===== src/rtl/drum_step_scheduler_pkg.sv =====
// Shared definitions for the drum membrane step scheduler.
// Holds the scheduler state encoding and the 1.17 fixed-point widths used by
// both the scheduler and the column compute datapath.
package drum_step_scheduler_pkg;

  // 1.17 unsigned rho: one integer bit, seventeen fraction bits.
  localparam int FRAC_W = 17;
  localparam int INT_W  = 1;
  localparam int RHO_W  = INT_W + FRAC_W;

  // Signed membrane node amplitude width.
  localparam int AMP_W  = 18;

  typedef enum logic [2:0] {
    IDLE      = 3'd0,
    INIT      = 3'd1,
    INIT_WAIT = 3'd2,
    WAIT_TICK = 3'd3,
    START     = 3'd4,
    RUN       = 3'd5,
    CAPTURE   = 3'd6,
    OUTPUT    = 3'd7
  } state_t;

endpackage


===== src/rtl/drum_step_scheduler_done_collector.sv =====
// Sticky completion mask across all column engines.
// Ports:
//   clk, rst      clock and asynchronous active-low reset
//   clear         empties the mask (takes priority over enable)
//   enable        accumulate done pulses this cycle; when low they are ignored
//   done          per-column one-cycle completion pulses
//   all_done      every column has reported, counting this cycle's pulses
module drum_step_scheduler_done_collector
  import drum_step_scheduler_pkg::*;
#(
  parameter int NUM_COL = 4
) (
  input  logic               clk,
  input  logic               rst,
  input  logic               clear,
  input  logic               enable,
  input  logic [NUM_COL-1:0] done,
  output logic               all_done
);

  logic [NUM_COL-1:0] mask;
  logic [NUM_COL-1:0] mask_next;

  // A repeated done for an already-reported column simply ORs in again.
  assign mask_next = mask | (enable ? done : '0);

  // Includes the current cycle's pulses so the scheduler leaves the wait
  // state in the same cycle the last column reports.
  assign all_done = enable && (&mask_next);

  always_ff @(posedge clk or negedge rst) begin
    if (!rst) begin
      mask <= '0;
    end else if (clear) begin
      mask <= '0;
    end else begin
      mask <= mask_next;
    end
  end

endmodule


===== src/rtl/drum_step_scheduler.sv =====
// Per-sample step sequencer for the finite-difference drum membrane.
// On each audio sample tick it latches rho, pulses start to every column
// engine, waits for all columns to finish, captures the centre-node amplitude
// and offers it to the audio path over valid/ready. It also runs membrane
// re-initialisation at power-up and on request, between steps.
// Ports:
//   clk, rst        clock and asynchronous active-low reset
//   sample_tick     one-cycle pulse per audio sample
//   init_req        one-cycle request to reload the membrane initial profile
//   rho_in/rho_out  1.17 rho in, and the copy held for the running step
//   col_init        one-cycle pulse: columns reload their initial profile
//   col_start       one-cycle pulse: columns perform one traversal
//   col_done        per-column completion pulses
//   node_amp_in     centre-node amplitude, valid the cycle after the last done
//   audio_data/audio_valid/audio_ready  output sample handshake
//   busy            high while initialising or stepping
//   overrun         sticky: a sample tick was dropped
//   step_count      completed steps, wrapping
module drum_step_scheduler
  import drum_step_scheduler_pkg::*;
#(
  parameter int NUM_COL    = 4,
  parameter int STEP_CNT_W = 32
) (
  input  logic                    clk,
  input  logic                    rst,
  input  logic                    sample_tick,
  input  logic                    init_req,
  input  logic [RHO_W-1:0]        rho_in,
  output logic [RHO_W-1:0]        rho_out,
  output logic [NUM_COL-1:0]      col_init,
  output logic [NUM_COL-1:0]      col_start,
  input  logic [NUM_COL-1:0]      col_done,
  input  logic signed [AMP_W-1:0] node_amp_in,
  output logic signed [AMP_W-1:0] audio_data,
  output logic                    audio_valid,
  input  logic                    audio_ready,
  output logic                    busy,
  output logic                    overrun,
  output logic [STEP_CNT_W-1:0]   step_count
);

  state_t state;
  state_t state_next;

  logic tick_pend;
  logic tick_pend_next;
  logic init_pend;
  logic init_pend_next;
  logic overrun_next;
  logic tick_absorb;
  logic mask_clear;
  logic mask_en;
  logic all_done;

  drum_step_scheduler_done_collector #(
    .NUM_COL (NUM_COL)
  ) u_done_collector (
    .clk      (clk),
    .rst      (rst),
    .clear    (mask_clear),
    .enable   (mask_en),
    .done     (col_done),
    .all_done (all_done)
  );

  // A tick is parked whenever it cannot start a step right now, including
  // the case where a pending or simultaneous init wins in WAIT_TICK.
  assign tick_absorb = sample_tick &&
                       ((state != WAIT_TICK) || init_pend || init_req);

  always_comb begin
    state_next     = state;
    tick_pend_next = tick_pend;
    init_pend_next = init_pend;
    overrun_next   = overrun;
    mask_clear     = 1'b0;
    mask_en        = 1'b0;

    // Only one tick can be held; a second one is lost and flagged.
    if (tick_absorb) begin
      if (tick_pend) begin
        overrun_next = 1'b1;
      end else begin
        tick_pend_next = 1'b1;
      end
    end

    // Init requests never abort a step; they are remembered until WAIT_TICK.
    if (init_req && (state != WAIT_TICK) && (state != IDLE)) begin
      init_pend_next = 1'b1;
    end

    case (state)
      IDLE: begin
        state_next = INIT;
      end
      INIT: begin
        mask_clear = 1'b1;
        state_next = INIT_WAIT;
      end
      INIT_WAIT: begin
        mask_en = 1'b1;
        if (all_done) begin
          state_next     = WAIT_TICK;
          init_pend_next = 1'b0;
        end
      end
      WAIT_TICK: begin
        if (init_pend || init_req) begin
          state_next = INIT;
        end else if (sample_tick || tick_pend) begin
          state_next = START;
          // Serving a parked tick while a fresh one arrives keeps the fresh
          // one parked rather than silently losing it.
          tick_pend_next = tick_pend && sample_tick;
        end
      end
      START: begin
        mask_clear = 1'b1;
        state_next = RUN;
      end
      RUN: begin
        mask_en = 1'b1;
        if (all_done) begin
          state_next = CAPTURE;
        end
      end
      CAPTURE: begin
        state_next = OUTPUT;
      end
      OUTPUT: begin
        if (audio_ready) begin
          state_next = WAIT_TICK;
        end
      end
      default: begin
        state_next = IDLE;
      end
    endcase
  end

  // Every output is registered from the next-state decision so that the
  // column pulses line up with the cycle spent in INIT/START.
  always_ff @(posedge clk or negedge rst) begin
    if (!rst) begin
      state       <= IDLE;
      tick_pend   <= 1'b0;
      init_pend   <= 1'b0;
      overrun     <= 1'b0;
      col_init    <= '0;
      col_start   <= '0;
      busy        <= 1'b0;
      audio_valid <= 1'b0;
      audio_data  <= '0;
      rho_out     <= '0;
      step_count  <= '0;
    end else begin
      state       <= state_next;
      tick_pend   <= tick_pend_next;
      init_pend   <= init_pend_next;
      overrun     <= overrun_next;
      col_init    <= {NUM_COL{state_next == INIT}};
      col_start   <= {NUM_COL{state_next == START}};
      busy        <= (state_next != WAIT_TICK) && (state_next != IDLE);
      audio_valid <= (state_next == OUTPUT);
      // rho is frozen for the whole traversal.
      if ((state == WAIT_TICK) && (state_next == START)) begin
        rho_out <= rho_in;
      end
      if (state == CAPTURE) begin
        audio_data <= node_amp_in;
        step_count <= step_count + STEP_CNT_W'(1);
      end
    end
  end

endmodule


===== config.mk =====
export PLATFORM = sky130hd
export DESIGN_NAME = drum_step_scheduler
export DESIGN_NICKNAME = d
export VERILOG_FILES = /design/src/rtl/drum_step_scheduler_pkg.sv /design/src/rtl/drum_step_scheduler_done_collector.sv /design/src/rtl/drum_step_scheduler.sv
export SDC_FILE = /design/constraint.sdc
export NUM_CORES = 1
export LEC_CHECK = 0
export ABC_AREA = 1
export BUFFER_PORTS_ARGS = -buffer_cell sky130_fd_sc_hd__clkbuf_2
export CORE_AREA = 2 2 86 88
export DETAILED_ROUTE_END_ITERATION = 10
export DIE_AREA = 0 0 88 90
export GPL_TIMING_DRIVEN = 0
export HOLD_SLACK_MARGIN = 0.12
export PLACE_DENSITY_LB_ADDON = 0.3
export SETUP_SLACK_MARGIN = 0.5
export SLEW_MARGIN = 20
export SYNTH_ARGS = -nofsm -noshare
export SYNTH_HDL_FRONTEND = slang
export SYNTH_SLANG_ARGS = --single-unit

===== constraint.sdc =====
create_clock -name clk -period 2.95 [get_ports clk]
set_clock_uncertainty 0.15 [all_clocks]
set_input_delay 0.59 -clock clk [delete_from_list [all_inputs] [get_ports clk]]
set_output_delay 0.59 -clock clk [all_outputs]
set_load 0.01 [all_outputs]

==> metrics <==
DRC=0; Hold WC Path Type=in2reg; CP most frequent cell=nor2_2; total negative slack=0 ns; Die Footprint=around 8000 µm²; Syn Area/Cell=approximately 8.7 µm²; LEAKAGE=2.56 nW; R2R depth=8; total I/O pin count=roughly 120; Final Power=3.33 mW; Worst R2R End=step_count[31]$_DFFE_PN0N_; Yosys warnings=0; Post-Syn Area=about 3600 µm²; Worst Path Arrival=~2.0 ns; PortBufs=between 100 and 150; DR pass1 iterations=4; Diodes inserted=0; post-layout util=approximately 66%; most common cell after layout, fill and taps aside=nand2_1; final WL=around 7.9 mm; Layout area overhead=26.6%; Vias=3117; crit end category=register; vias in the first global route=3036; Tightest Pin Transition=0.433 ns; clk sink count=82; Routed Antenna Nets=0; crit-path cells=inv_2, nand3_4, nor2_2, nand3_2, nor2_2, nand2_1, nor3_2, xor2_1; Iter 0 DRT Violations=98; Synth Net Count=around 460; # nets final=roughly 600; Final setup viols=0; GRT Total Usage=21.3%; number of max-cap violations=0; Remaining Overflow, GRT=0; Max Clk Rate=roughly 530 MHz; first-pass GRT wire length=13.6 mm; Placeable Area=7020 µm²; Peak VDD IR=between 400 and 500 µV; Final Max Slew Viols=0; CP Max Fanout=10; routed len/inst=about 12 µm; unrepaired setup endpoints after global routing=no; clock buffer depth=2; share of cells above drive strength 1=between 20 and 30%; min Tclk post-route=~1.9 ns; crit path kind=reg2reg; CP max stage cell=dfrtp_1; largest net degree at the start of global routing=54; dpl ws=~1.0 ns; post-synthesis sequential area ratio=between 50% and 60%; Cell Rows=31; die width=88 µm; Hold Crit Start=node_amp_in[15]; relative slew slack=a little under three quarters; required time worst endpoint=~3.1 ns; Skew-Pair Late Insertion Delay=~0.34 ns; Worst-path clk slew=~0.080 ns; Worst path max stage delay=around 0.47 ns; run status=completed; flop-to-flop setup slack=between 1 and 1.5 ns; DP Wirelength=between 5 and 6 mm; Initial Utilization=~52%; Worst Hold Depth=3; Netlist cell types=30; highest-count cells in the layout ignoring fill and taps=nand2_1, clkbuf_2, dfrtp_1, nor2_1, inv_1; Startpoint Class=register; Die H=90 µm; root buffer cell=clkbuf_8; Hold Crit Endpoint=audio_data[15]$_DFFE_PN0N_; final worst slack=between 1 and 1.5 ns; H-tree levels=3; register bit total from synthesis=between 80 and 90; CTS Buf Count=9; GP Congestion=around 0.84; crit share post-route=64.2%; initial antenna violation count=0; post_cts resized=0; CTS tree=yes; final hold violations=0; pwr dens=723 nW/µm²; Via density=roughly 4.8; RR Startpoint=state[0]$_DFF_PN0_; Cells after Synth=416
[through the flow]
stage	hold slack [ns]	instances	area [µm²]
after detailed placement	0.308	639	4400
final	0.282	656	4600
after floorplan	0.144	416	3630
after CTS	0.269	656	4600
after global placement	0.305	638	4370
after global routing	0.284	656	4600
[worst max path at each step]
stage                               from                    endpoint  slack (ns)
2_1_floorplan  step_count[0]$_DFFE_PN0N_  step_count[28]$_DFFE_PN0N_        1.16
3_3_place_gp                         rst   audio_data[4]$_DFFE_PN0N_        0.33
3_5_place_dp                    init_req      rho_out[8]$_DFFE_PN0P_        1.02
4_1_cts        step_count[0]$_DFFE_PN0N_  step_count[28]$_DFFE_PN0N_        1.04
5_1_grt               state[0]$_DFF_PN0_  step_count[25]$_DFFE_PN0N_        0.85
6_report              state[0]$_DFF_PN0_  step_count[31]$_DFFE_PN0N_        1.05
[sequential cells by signal (all words and copies together), names as in the netlist]
register               cells
step_count                32
audio_data                18
rho_out                   18
u_done_collector.mask      4
state                      3
audio_valid                1
busy                       1
col_init                   1
col_start                  1
init_pend                  1
overrun                    1
tick_pend                  1
[routing by layer]
metal / vias to the layer above / global-route usage [%] / routed length (µm)
met1: 1457 / 28.0 / 3500
met5: - / 0 / 0
met3: 15 / 4.41 / 457
met2: 88 / 34.3 / 3800
met4: 0 / 8.46 / 140
li1: 1557 / - / -
[cell families after synthesis]
logic type | after synthesis | share of synthesized area, %
simple gates | 244 | 28.6
xor+xnor | 28 | 6.75
fa+ha+maj | 1 | 0.344
flops | 82 | 56.5
compound gates | 17 | 2.55
buf+inv | 44 | 5.27
[worst max-delay path, delay by kind of cell, from the launching register on]
family        cells  cell delay [ns]
xor+xnor          1             0.16
buf+inv           1             0.11
flops             1             0.47
simple gates      6             0.94
[timing repair]
item / in CTS / in global routing
hold buffers: 1 / 0
endpoints found under the hold margin: 29 / 0
setup buffers: 0 / 0
[layout make-up]
cell class	instances	area [µm²]
repair buffers	125	656
inverters	30	113
plain buffers	14	78.8
fillers	613	2420
well taps	99	124
multi-input cells	290	1390
flip-flops and latches	82	2050
clock inverters	4	52.6
clock buffers	12	135
[power breakdown]
part           leakage [nW]  switching, mW  internal [mW]
Combinational          1.40          0.599          0.401
Clock                0.0828          0.389          0.392
Sequential             1.07          0.165           1.38
[Yosys cell counts]
cell type	count	area share, %
nor3_1	4	0.55
nor3_2	2	0.55
a31oi_1	2	0.34
xor2_1	12	2.9
nor4_4	1	0.59
inv_1	28	2.9
buf_4	6	1.2
a21oi_1	9	1.2
dfrtp_1	82	56
nor3b_1	1	0.21
nor2_2	2	0.34
nand2_1	175	18
nor2_4	2	0.62
nor2_1	31	3.2
nor4_1	1	0.17
nand3_1	13	1.8
inv_2	2	0.21
o21ai_0	2	0.28
buf_2	3	0.41
ha_1	1	0.34
o21bai_1	1	0.21
a211oi_1	1	0.21
and2_1	1	0.17
nand3_4	1	0.48
nand4_1	6	1.0
o21ai_1	2	0.28
xnor2_1	16	3.9
clkbuf_1	5	0.52
nand3_2	1	0.28
nand2_2	3	0.52
Power figures use the tool's default switching activity.
